$ cat src/rtl/sseg_scan_if.sv
// Bundle between the scan controller and its neighbours: the display-update
// request from the host side and the scan/display outputs to the datapath.
interface sseg_scan_if #(
  parameter int BRIGHT_BITS = 3
);
  logic                   en;
  logic [15:0]            data_in;
  logic                   hex_dec_in;
  logic                   sign_in;
  logic                   load;
  logic [BRIGHT_BITS-1:0] brightness;

  logic [15:0]            data;
  logic                   hex_dec;
  logic                   sign;
  logic [1:0]             digit_sel;
  logic                   blank;
  logic                   frame_done;
  logic                   pending;

  modport master (
    output en, data_in, hex_dec_in, sign_in, load, brightness,
    input  data, hex_dec, sign, digit_sel, blank, frame_done, pending
  );

  modport slave (
    input  en, data_in, hex_dec_in, sign_in, load, brightness,
    output data, hex_dec, sign, digit_sel, blank, frame_done, pending
  );
endinterface

$ cat src/rtl/sseg_scan_ctrl.sv
// Seven-segment refresh scanner: rotates digit_sel at a fixed slot rate,
// double-buffers the displayed value to frame boundaries and PWM-blanks for brightness.
module sseg_scan_ctrl #(
  parameter int TICK_DIV    = 100000,
  parameter int BRIGHT_BITS = 3
) (
  input logic         clk,
  input logic         rst,
  sseg_scan_if.slave  bus
);
  localparam int PW = (TICK_DIV > 2) ? $clog2(TICK_DIV) : 1;
  localparam logic [PW-1:0] TICK_LAST = PW'(TICK_DIV - 1);

  logic [PW-1:0]          prescaler;
  logic [1:0]             digit_sel;
  logic [BRIGHT_BITS-1:0] pwm_cnt;

  logic [15:0] shadow_data;
  logic        shadow_hex_dec;
  logic        shadow_sign;
  logic        pending;

  logic [15:0] data;
  logic        hex_dec;
  logic        sign;
  logic        blank;
  logic        frame_done;

  logic tick;
  logic boundary;

  assign tick     = bus.en && (prescaler == TICK_LAST);
  assign boundary = tick && (digit_sel == 2'd3);

  // Scan timing: prescaler, digit rotation and the free-running PWM counter
  // all freeze while disabled so that re-enable resumes mid-frame.
  always_ff @(posedge clk or posedge rst) begin
    if (rst) begin
      prescaler <= '0;
      digit_sel <= 2'd0;
      pwm_cnt   <= '0;
    end else if (bus.en) begin
      prescaler <= tick ? '0 : prescaler + PW'(1);
      pwm_cnt   <= pwm_cnt + BRIGHT_BITS'(1);
      if (tick) begin
        digit_sel <= digit_sel + 2'd1;
      end
    end
  end

  // Shadow register; a load on the boundary edge wins pending back for the next frame.
  always_ff @(posedge clk or posedge rst) begin
    if (rst) begin
      shadow_data    <= 16'h0000;
      shadow_hex_dec <= 1'b0;
      shadow_sign    <= 1'b0;
      pending        <= 1'b0;
    end else begin
      if (bus.load) begin
        shadow_data    <= bus.data_in;
        shadow_hex_dec <= bus.hex_dec_in;
        shadow_sign    <= bus.sign_in;
        pending        <= 1'b1;
      end else if (boundary) begin
        pending <= 1'b0;
      end
    end
  end

  // Active display value only changes on a frame boundary, using pre-edge shadow contents.
  always_ff @(posedge clk or posedge rst) begin
    if (rst) begin
      data    <= 16'h0000;
      hex_dec <= 1'b0;
      sign    <= 1'b0;
    end else if (boundary && pending) begin
      data    <= shadow_data;
      hex_dec <= shadow_hex_dec;
      sign    <= shadow_sign;
    end
  end

  always_ff @(posedge clk or posedge rst) begin
    if (rst) begin
      frame_done <= 1'b0;
      blank      <= 1'b1;
    end else begin
      frame_done <= boundary;
      blank      <= ~bus.en | (pwm_cnt > bus.brightness);
    end
  end

  assign bus.data       = data;
  assign bus.hex_dec    = hex_dec;
  assign bus.sign       = sign;
  assign bus.digit_sel  = digit_sel;
  assign bus.blank      = blank;
  assign bus.frame_done = frame_done;
  assign bus.pending    = pending;
endmodule

$ cat src/flat_wrapper.sv
// flat-port wrapper written by rule: the top's interface ports become plain ports
module sseg_scan_ctrl_flat 
#(
  parameter int TICK_DIV    = 100000,
  parameter int BRIGHT_BITS = 3
)
  (clk, rst, bus_en, bus_data_in, bus_hex_dec_in, bus_sign_in, bus_load, bus_brightness, bus_data, bus_hex_dec, bus_sign, bus_digit_sel, bus_blank, bus_frame_done, bus_pending);
  sseg_scan_if #(.BRIGHT_BITS(BRIGHT_BITS)) bus_i ();
  input logic clk;
  input logic rst;
  input wire logic [$bits(bus_i.en)-1:0] bus_en;
  input wire logic [$bits(bus_i.data_in)-1:0] bus_data_in;
  input wire logic [$bits(bus_i.hex_dec_in)-1:0] bus_hex_dec_in;
  input wire logic [$bits(bus_i.sign_in)-1:0] bus_sign_in;
  input wire logic [$bits(bus_i.load)-1:0] bus_load;
  input wire logic [$bits(bus_i.brightness)-1:0] bus_brightness;
  output wire logic [$bits(bus_i.data)-1:0] bus_data;
  output wire logic [$bits(bus_i.hex_dec)-1:0] bus_hex_dec;
  output wire logic [$bits(bus_i.sign)-1:0] bus_sign;
  output wire logic [$bits(bus_i.digit_sel)-1:0] bus_digit_sel;
  output wire logic [$bits(bus_i.blank)-1:0] bus_blank;
  output wire logic [$bits(bus_i.frame_done)-1:0] bus_frame_done;
  output wire logic [$bits(bus_i.pending)-1:0] bus_pending;
  assign bus_i.en = bus_en;
  assign bus_i.data_in = bus_data_in;
  assign bus_i.hex_dec_in = bus_hex_dec_in;
  assign bus_i.sign_in = bus_sign_in;
  assign bus_i.load = bus_load;
  assign bus_i.brightness = bus_brightness;
  assign bus_data = bus_i.data;
  assign bus_hex_dec = bus_i.hex_dec;
  assign bus_sign = bus_i.sign;
  assign bus_digit_sel = bus_i.digit_sel;
  assign bus_blank = bus_i.blank;
  assign bus_frame_done = bus_i.frame_done;
  assign bus_pending = bus_i.pending;
  sseg_scan_ctrl #(.TICK_DIV(TICK_DIV), .BRIGHT_BITS(BRIGHT_BITS)) u_core (.clk(clk), .rst(rst), .bus(bus_i));
endmodule
$ cat config.mk
export PLATFORM = sky130hd
export DESIGN_NAME = sseg_scan_ctrl_flat
export DESIGN_NICKNAME = d
export VERILOG_FILES = /design/src/rtl/sseg_scan_if.sv /design/src/rtl/sseg_scan_ctrl.sv /design/src/flat_wrapper.sv
export SDC_FILE = /design/constraint.sdc
export NUM_CORES = 1
export LEC_CHECK = 0
export CORE_MARGIN = 2
export CORE_UTILIZATION = 50
export DETAILED_ROUTE_END_ITERATION = 7
export MAX_ROUTING_LAYER = met4
export PLACE_DENSITY = 0.77
export SYNTH_ARGS = -nofsm -noshare
export SYNTH_HDL_FRONTEND = slang
export SYNTH_SLANG_ARGS = --single-unit
$ cat constraint.sdc
create_clock -name clk -period 4.3 [get_ports clk]
set_clock_uncertainty 0.15 [all_clocks]
set_input_delay 0.43 -clock clk [delete_from_list [all_inputs] [get_ports clk]]
set_output_delay 0.43 -clock clk [all_outputs]
set_load 0.005 [all_outputs]
==> results.txt <==
----------------------------------------------------
[Outcome]
  Status ... completed

[Place]
  Port Buffer Count ... 47
  Placer's final routability congestion estimate ... between 0.8 and 0.9
  Estimated wirelength of the detail-placed design ... 3.09 mm

[Power]
  PD cells ... around 400 nW/um^2
  Combinational power share ... 13.0%
  Net Switching ... 0.339 mW
  Max VDD drop ... ~270 uV
  Leakage power ... around 1.5 nW
  Share of total power consumed by net switching ... 25.8%
  Part of the power in the clock network ... 34.4%
  Sequential power share ... 52.5%
  Cell internal pwr ... 0.974 mW

[STA]
  Final clock period utilization by the worst path ... between 60% and 70%
  Slew of the pin with the lowest slew margin ... between 0.8 and 0.9 ns
  Worst max-slew margin expressed relative to the limit ... 42.6%
  Worst hold slack ... between 0.3 and 0.4 ns
  RSZ-0062 raised after global routing ... false
  Count of endpoints failing setup in the final report ... 0
  Achievable frequency ... approximately 340 MHz
  Final count of hold timing violations ... 0
  Max-slew violation total from the final report ... 0
  Aggregate negative setup slack ... 0 ns
  Final critical path time including I/O delays and setup ... 2.93 ns

[Floorplan]
  Core area ... between 5000 and 6000 um^2
  Vertical die dimension ... 75.8 um
  Horizontal die dimension ... between 70 and 80 um
  Die area ... 5740 um^2
  Effective utilization at floorplan ... roughly 51%
  Number of ports placed on the die boundary ... 48
  Number of placement rows ... 26

[Clocking]
  TritonCTS clock tree ... yes
  Number of clock sinks seen by CTS ... 61
  Worst skew pair latency ... 0.33 ns
  Cts repair resizes ... 0
  Longest Clk Path Bufs ... 2
  Clock root cell ... clkbuf_8
  Number of buffers inserted by post-CTS setup repair ... 0
  Post-CTS Hold Buffers ... 0
  CTS Buf Count ... 9
  Count of H-tree levels built during CTS ... 3
  Clock input transition at the sequential cells of the worst setup and hold paths ... 0.07 ns

[Synth]
  Sequential share of the synthesized area ... 59.3%
  Number of synthesized register bits ... 61
  Post-synth cell types ... 33
  Number of synthesis warnings ... 0
  Largest area contributor in the netlist ... dfrtp_1
  Most common cell in the netlist ... dfrtp_1
  Dominant cells by area after synthesis ... dfrtp_1 58%, mux2_2 17%, xnor2_1 3.7%
  Post-synthesis net count ... roughly 230
  Number of synthesized flops with an enable pin ... 0
  Most frequently used flop master after synthesis ... dfrtp_1
  Combined area of all synthesized cells ... 2580 um^2
  Portion of synthesized cell area occupied by the leading cell type ... approximately three fifths
  Average size of a mapped cell ... 13.1 um^2
  Ranking of synthesized cells by instance count ... 60 x dfrtp_1, 38 x mux2_2, 13 x nor2_1
  Synthesized instance count ... 197
  Async set or reset register ratio after synthesis ... 100%

[Setup path]
  Data arrival time of the critical path ... about 3 ns
  Cells on worst reg2reg path ... 6
  Worst path required time ... ~4.4 ns
  Startpoint of the most critical register-to-register path ... u_core.prescaler[0]
  Nature of the critical path startpoint ... input port
  Critical path start-end classification ... input port to flop
  Worst Setup End Kind ... flop
  Critical Path Fanout Max ... 18
  FF-to-FF End ... u_core.bus.data[4]
  Slack of the worst reg-to-reg path ... 1.61 ns

[Layout]
  Synthesis-to-layout area growth ... 27.9%
  Fill cell total of the finished layout ... 379
  Area taken by flip-flops and latches ... 1530 um^2
  NumNets Final ... between 200 and 300
  Number of antenna repair diodes ... 0
  Fraction of final layout cells with drive strength greater than 1 ... 23.4%
  Multi-input logic area ... 983 um^2

[Drt]
  Length of the first detailed-routing pass in iterations ... 4
  Count of routing violations after the opening detailed-route iteration ... 75
  Total Wirelength ... 4.47 mm
  WL/cell ... 13.7 um
  Vias per cell ... 4.99
  Antenna Violating Nets Remaining ... 0
  Post-detailed-route DRC marker count ... 0
  Total vias in the final route ... 1628

[Global routing]
  GRT Residual Overflow ... 0
  Initial antenna violation count ... 0
  Pin count of the biggest net entering global routing ... 36
  GR Util All Layers ... 18.9%
  Wire length of the first global-routing pass ... 7.69 mm
  Via count of the first global-routing pass ... 1727

[Run]
  Number of max-cap violations ... 0

[Hold path]
  Hold path startpoint ... u_core.pwm_cnt[2]
  Worst Hold Path Cells ... 1
  Worst min-delay path category ... flop to flop
  End point of the most critical hold path ... u_core.pwm_cnt[2]

----------------------------------------------------
cell families (layout without fill, tap and decap cells):
logic type / after synthesis / in the layout / synth area share [%]
mux: 39 / 39 / 17.0
buf+inv: 15 / 74 / 2.53
fa+ha+maj: 6 / 6 / 2.91
xor+xnor: 16 / 16 / 5.44
flops: 61 / 61 / 59.3
simple gates: 52 / 52 / 10.7
compound gates: 8 / 8 / 2.09
layout make-up:
cell class | instances | share of cell area, %
Sequential cell | 61 | 46.4
Multi-Input combinational cell | 121 | 29.8
Timing Repair Buffer | 49 | 14.7
Clock buffer | 12 | 4.71
Tap cell | 70 | 2.66
Inverter | 9 | 1.03
Clock inverter | 4 | 0.683
how the worst max path moves through the flow:
stage                             start             endpoint  slack (ns)
finish                           bus_en   u_core.bus.data[4]        1.37
global route                     bus_en  u_core.bus.data[12]        1.17
CTS                              bus_en   u_core.bus.data[4]        1.37
detailed placement               bus_en   u_core.bus.data[4]        1.02
global placement                 bus_en  u_core.bus.data[12]        1.08
floorplan           u_core.prescaler[0]   u_core.bus.data[0]        1.62
worst max-delay path, cell delays in order:
cell and delay (ns):
clkdlybuf4s50_1 0.74, nand4_1 0.23, or4_1 0.68, nor4_4 0.23
buf_4 0.29, mux2_2 0.37
layer usage:
layer / GRT usage [%] / up-vias / routed length [um]
li1: - / 789 / -
met1: 24.5 / 792 / 2110
met2: 27.4 / 42 / 2140
met3: 5.56 / 5 / 190
met4: 8.77 / 0 / 36
met5: - / - / 0
state kept, by name (all words and copies together), names as in the netlist:
register	count
u_core.bus.frame_done	1
u_core.bus.blank	1
u_core.bus.pending	1
u_core.bus.hex_dec	1
u_core.prescaler	17
u_core.pwm_cnt	3
u_core.shadow_sign	1
u_core.shadow_data	16
u_core.bus.sign	1
u_core.bus.digit_sel	2
u_core.shadow_hex_dec	1
u_core.bus.data	16
power groups by stage:
stage / Clock [mW] / Sequential (mW) / Combinational [mW]
floorplan: 0 / 0.686 / 0.121
global placement: 0 / 0.697 / 0.166
detailed placement: 0 / 0.699 / 0.175
CTS: 0.463 / 0.689 / 0.176
global route: 0.490 / 0.698 / 0.201
finish: 0.452 / 0.689 / 0.171
stage by stage:
| step | utilization [%] | instances | worst slack [ns] | power [mW] | cell area (um^2) |
|---|---|---|---|---|---|
| after floorplan | - | 197 | 1.62 | 0.807 | 2580 |
| after global placement | 61.8 | 310 | 1.08 | 0.863 | 3120 |
| after detailed placement | 61.8 | 310 | 1.02 | 0.874 | 3120 |
| after CTS | 65.4 | 326 | 1.37 | 1.33 | 3300 |
| after global routing | 65.4 | 326 | 1.17 | 1.39 | 3300 |
| final | 65.4 | 326 | 1.37 | 1.31 | 3300 |
cell usage in the layout (no fill, tap or decap), drive strengths merged:
cell	instances
nand4	6
xnor2	11
mux2i	1
dfstp	1
nand2	11
xor2	5
nand3	5
nor2b	1
or3	1
nor2	14
o21ai	2
or4	3
clkinv	3
dfrtp	60
o22ai	1
clkinvlp	1
a31o	1
ha	6
o21a	1
clkdlybuf4s50	47
o32ai	1
and3	2
mux2	38
or4b	1
nor3	4
buf	2
nand2b	2
nor4	2
clkbuf	12
o21bai	1
a21oi	1
inv	9
Note: power is estimated with default switching activity, not from simulation.
==> variant: new RTL, same settings <==
`TICK_DIV` is set to 100000 in 2 places; all go to 400000.
--- a/src/rtl/sseg_scan_ctrl.sv
+++ b/src/rtl/sseg_scan_ctrl.sv
@@ -2,5 +2,5 @@
 // double-buffers the displayed value to frame boundaries and PWM-blanks for brightness.
 module sseg_scan_ctrl #(
-  parameter int TICK_DIV    = 100000,
+  parameter int TICK_DIV    = 400000,
   parameter int BRIGHT_BITS = 3
 ) (
--- a/src/flat_wrapper.sv
+++ b/src/flat_wrapper.sv
@@ -2,5 +2,5 @@
 module sseg_scan_ctrl_flat 
 #(
-  parameter int TICK_DIV    = 100000,
+  parameter int TICK_DIV    = 400000,
   parameter int BRIGHT_BITS = 3
 )
Behaviour: same outputs for any inputs over 10 cycles, from zero or initial values and one cycle with rst high; that may be too few to reach the edited logic, so the function may still have changed.
==> variant against the unedited design <==
Via count rose by 3.6%. Routed wire length up 6.1%. Total power up 3.3%. Worst setup slack gained 220 ps. Cell area increased by 4.3%. Hold slack improved by 20 ps. Die area grew 4.6%. Sequential cell count increased by 2. Count of clock-buffer cells in the layout decreased by 2. Synthesized area increased by 4.8%. Largest cell class unchanged. Highest routed layer unchanged.
==> variant: results (changes against the unedited design) <==
[run_status]
outcome=finished, final reports clean

[place]
globalplace.congestion=0.799  ; -3.8%
hpwl_um=3240  ; +5.0%

[setup_path]
arrival_ps=2780  ; -210 ps
setup.worst_path.start=u_core.prescaler[13]
cpMaxStageDelayCell=or4_1
critPathMaxStageDelay_ps=580  ; -160 ps

[yosys]
synth_compound_area_share_pct=1.48  ; -0.61 points
synthAdderAreaFrac_pct=2.78  ; -0.13 points
ys_types=32  ; -3.0%
ys_seq_area_share_pct=58.4  ; -0.87 points
ys_top_cells_by_area=dfrtp_1 (57%), mux2_2 (12%), mux2_4 (5.6%)
yosys-top-cells-count=dfrtp_1 (62), mux2_2 (28), nand2_1 (11), xnor2_1 (11)
synth.net_count=229  ; +0.44%
yosys-mux-area-fraction_pct=18.0  ; +0.98 points
synth_area_per_cell_um2=13.6  ; +4.3%

[pwr]
sequentialPower_mw=0.707  ; +3%
peakVddDrop_uv=248  ; -8.2%
swShare_pct=24.2  ; -1.6 points

[route]
wl_per_cell_um=14.5  ; +5.8%
vias_per_cell=5.16  ; +3.3%
drt_iter0_drc=59  ; -21%

[global_route]
grt_first_pass_wirelength_um=8270  ; +7.6%
grtUsageTotal_pct=18.4  ; -0.51 points
grt_max_degree=46  ; +28%

[cells_and_area]
top_regs=u_core.prescaler (19), u_core.bus.data (16), u_core.shadow_data (16)
n_fill_cell=406  ; +7.1%
drive_above_1_share_pct=23.0  ; -0.48 points

[timing]
timing.slew.headroom_pct=38.9  ; -3.7 points

## variant: cell types whose count changed after synthesis, moves of 2 or more
| cell | unedited run | this run |
|---|---|---|
| nor2_1 | 13 | 10 |
| nand2b_1 | 2 | 0 |
| or4_1 | 3 | 1 |
| mux2_2 | 38 | 28 |
| nand4_1 | 6 | 4 |
| and4_1 | 0 | 5 |
| mux2_4 | 0 | 10 |
| xor2_1 | 5 | 7 |
| dfrtp_1 | 60 | 62 |
## variant: cells by family (layout without fill, tap and decap cells)
| family | Yosys count | in the layout |
|---|---|---|
| muxes | 40 | 40 |
| buffers and inverters | 15 | 74 |
| DFF | 63 | 63 |
| xor gates and xnor gates | 18 | 18 |
| and+or+nand+nor | 50 | 50 |
| AOI/OAI and AO/OA | 6 | 6 |
| adders and majority gates | 6 | 6 |
## variant: metal layers
layer  share of wire, %  global-route usage [%]  up-vias
met4                1.0                    4.82        0
met1                 46                    23.8      834
met3                6.4                    7.33        6
met5                  0                       -        -
li1                   -                       -      798
met2                 47                    27.3       49
## variant: cell type report
cell class	instances	area, µm²	share of cell area, %
timing repair buffer	50	493	14.3
inverter	10	37.5	1.09
multi-input combinational	120	1050	30.7
sequential	63	1580	45.9
clock buffer	10	138	4.01
clock inverter	4	47.5	1.38
tap	70	87.6	2.55
## variant: stage by stage
step	util, %	area (µm²)	setup slack, ps	hold WS (ps)
floorplan	-	2700	1610	299
global placement	62.8	3250	1400	320
detailed placement	62.8	3250	1320	341
CTS	66.4	3440	1580	353
global route	66.4	3440	1480	370
finish	66.4	3440	1590	350
## variant: critical path, delay by kind of cell, from the launching register on
family / cells / cell delay, ps
muxes: 1 / 380
buffers and inverters: 1 / 340
and+or+nand+nor: 3 / 1280
DFF: 1 / 440
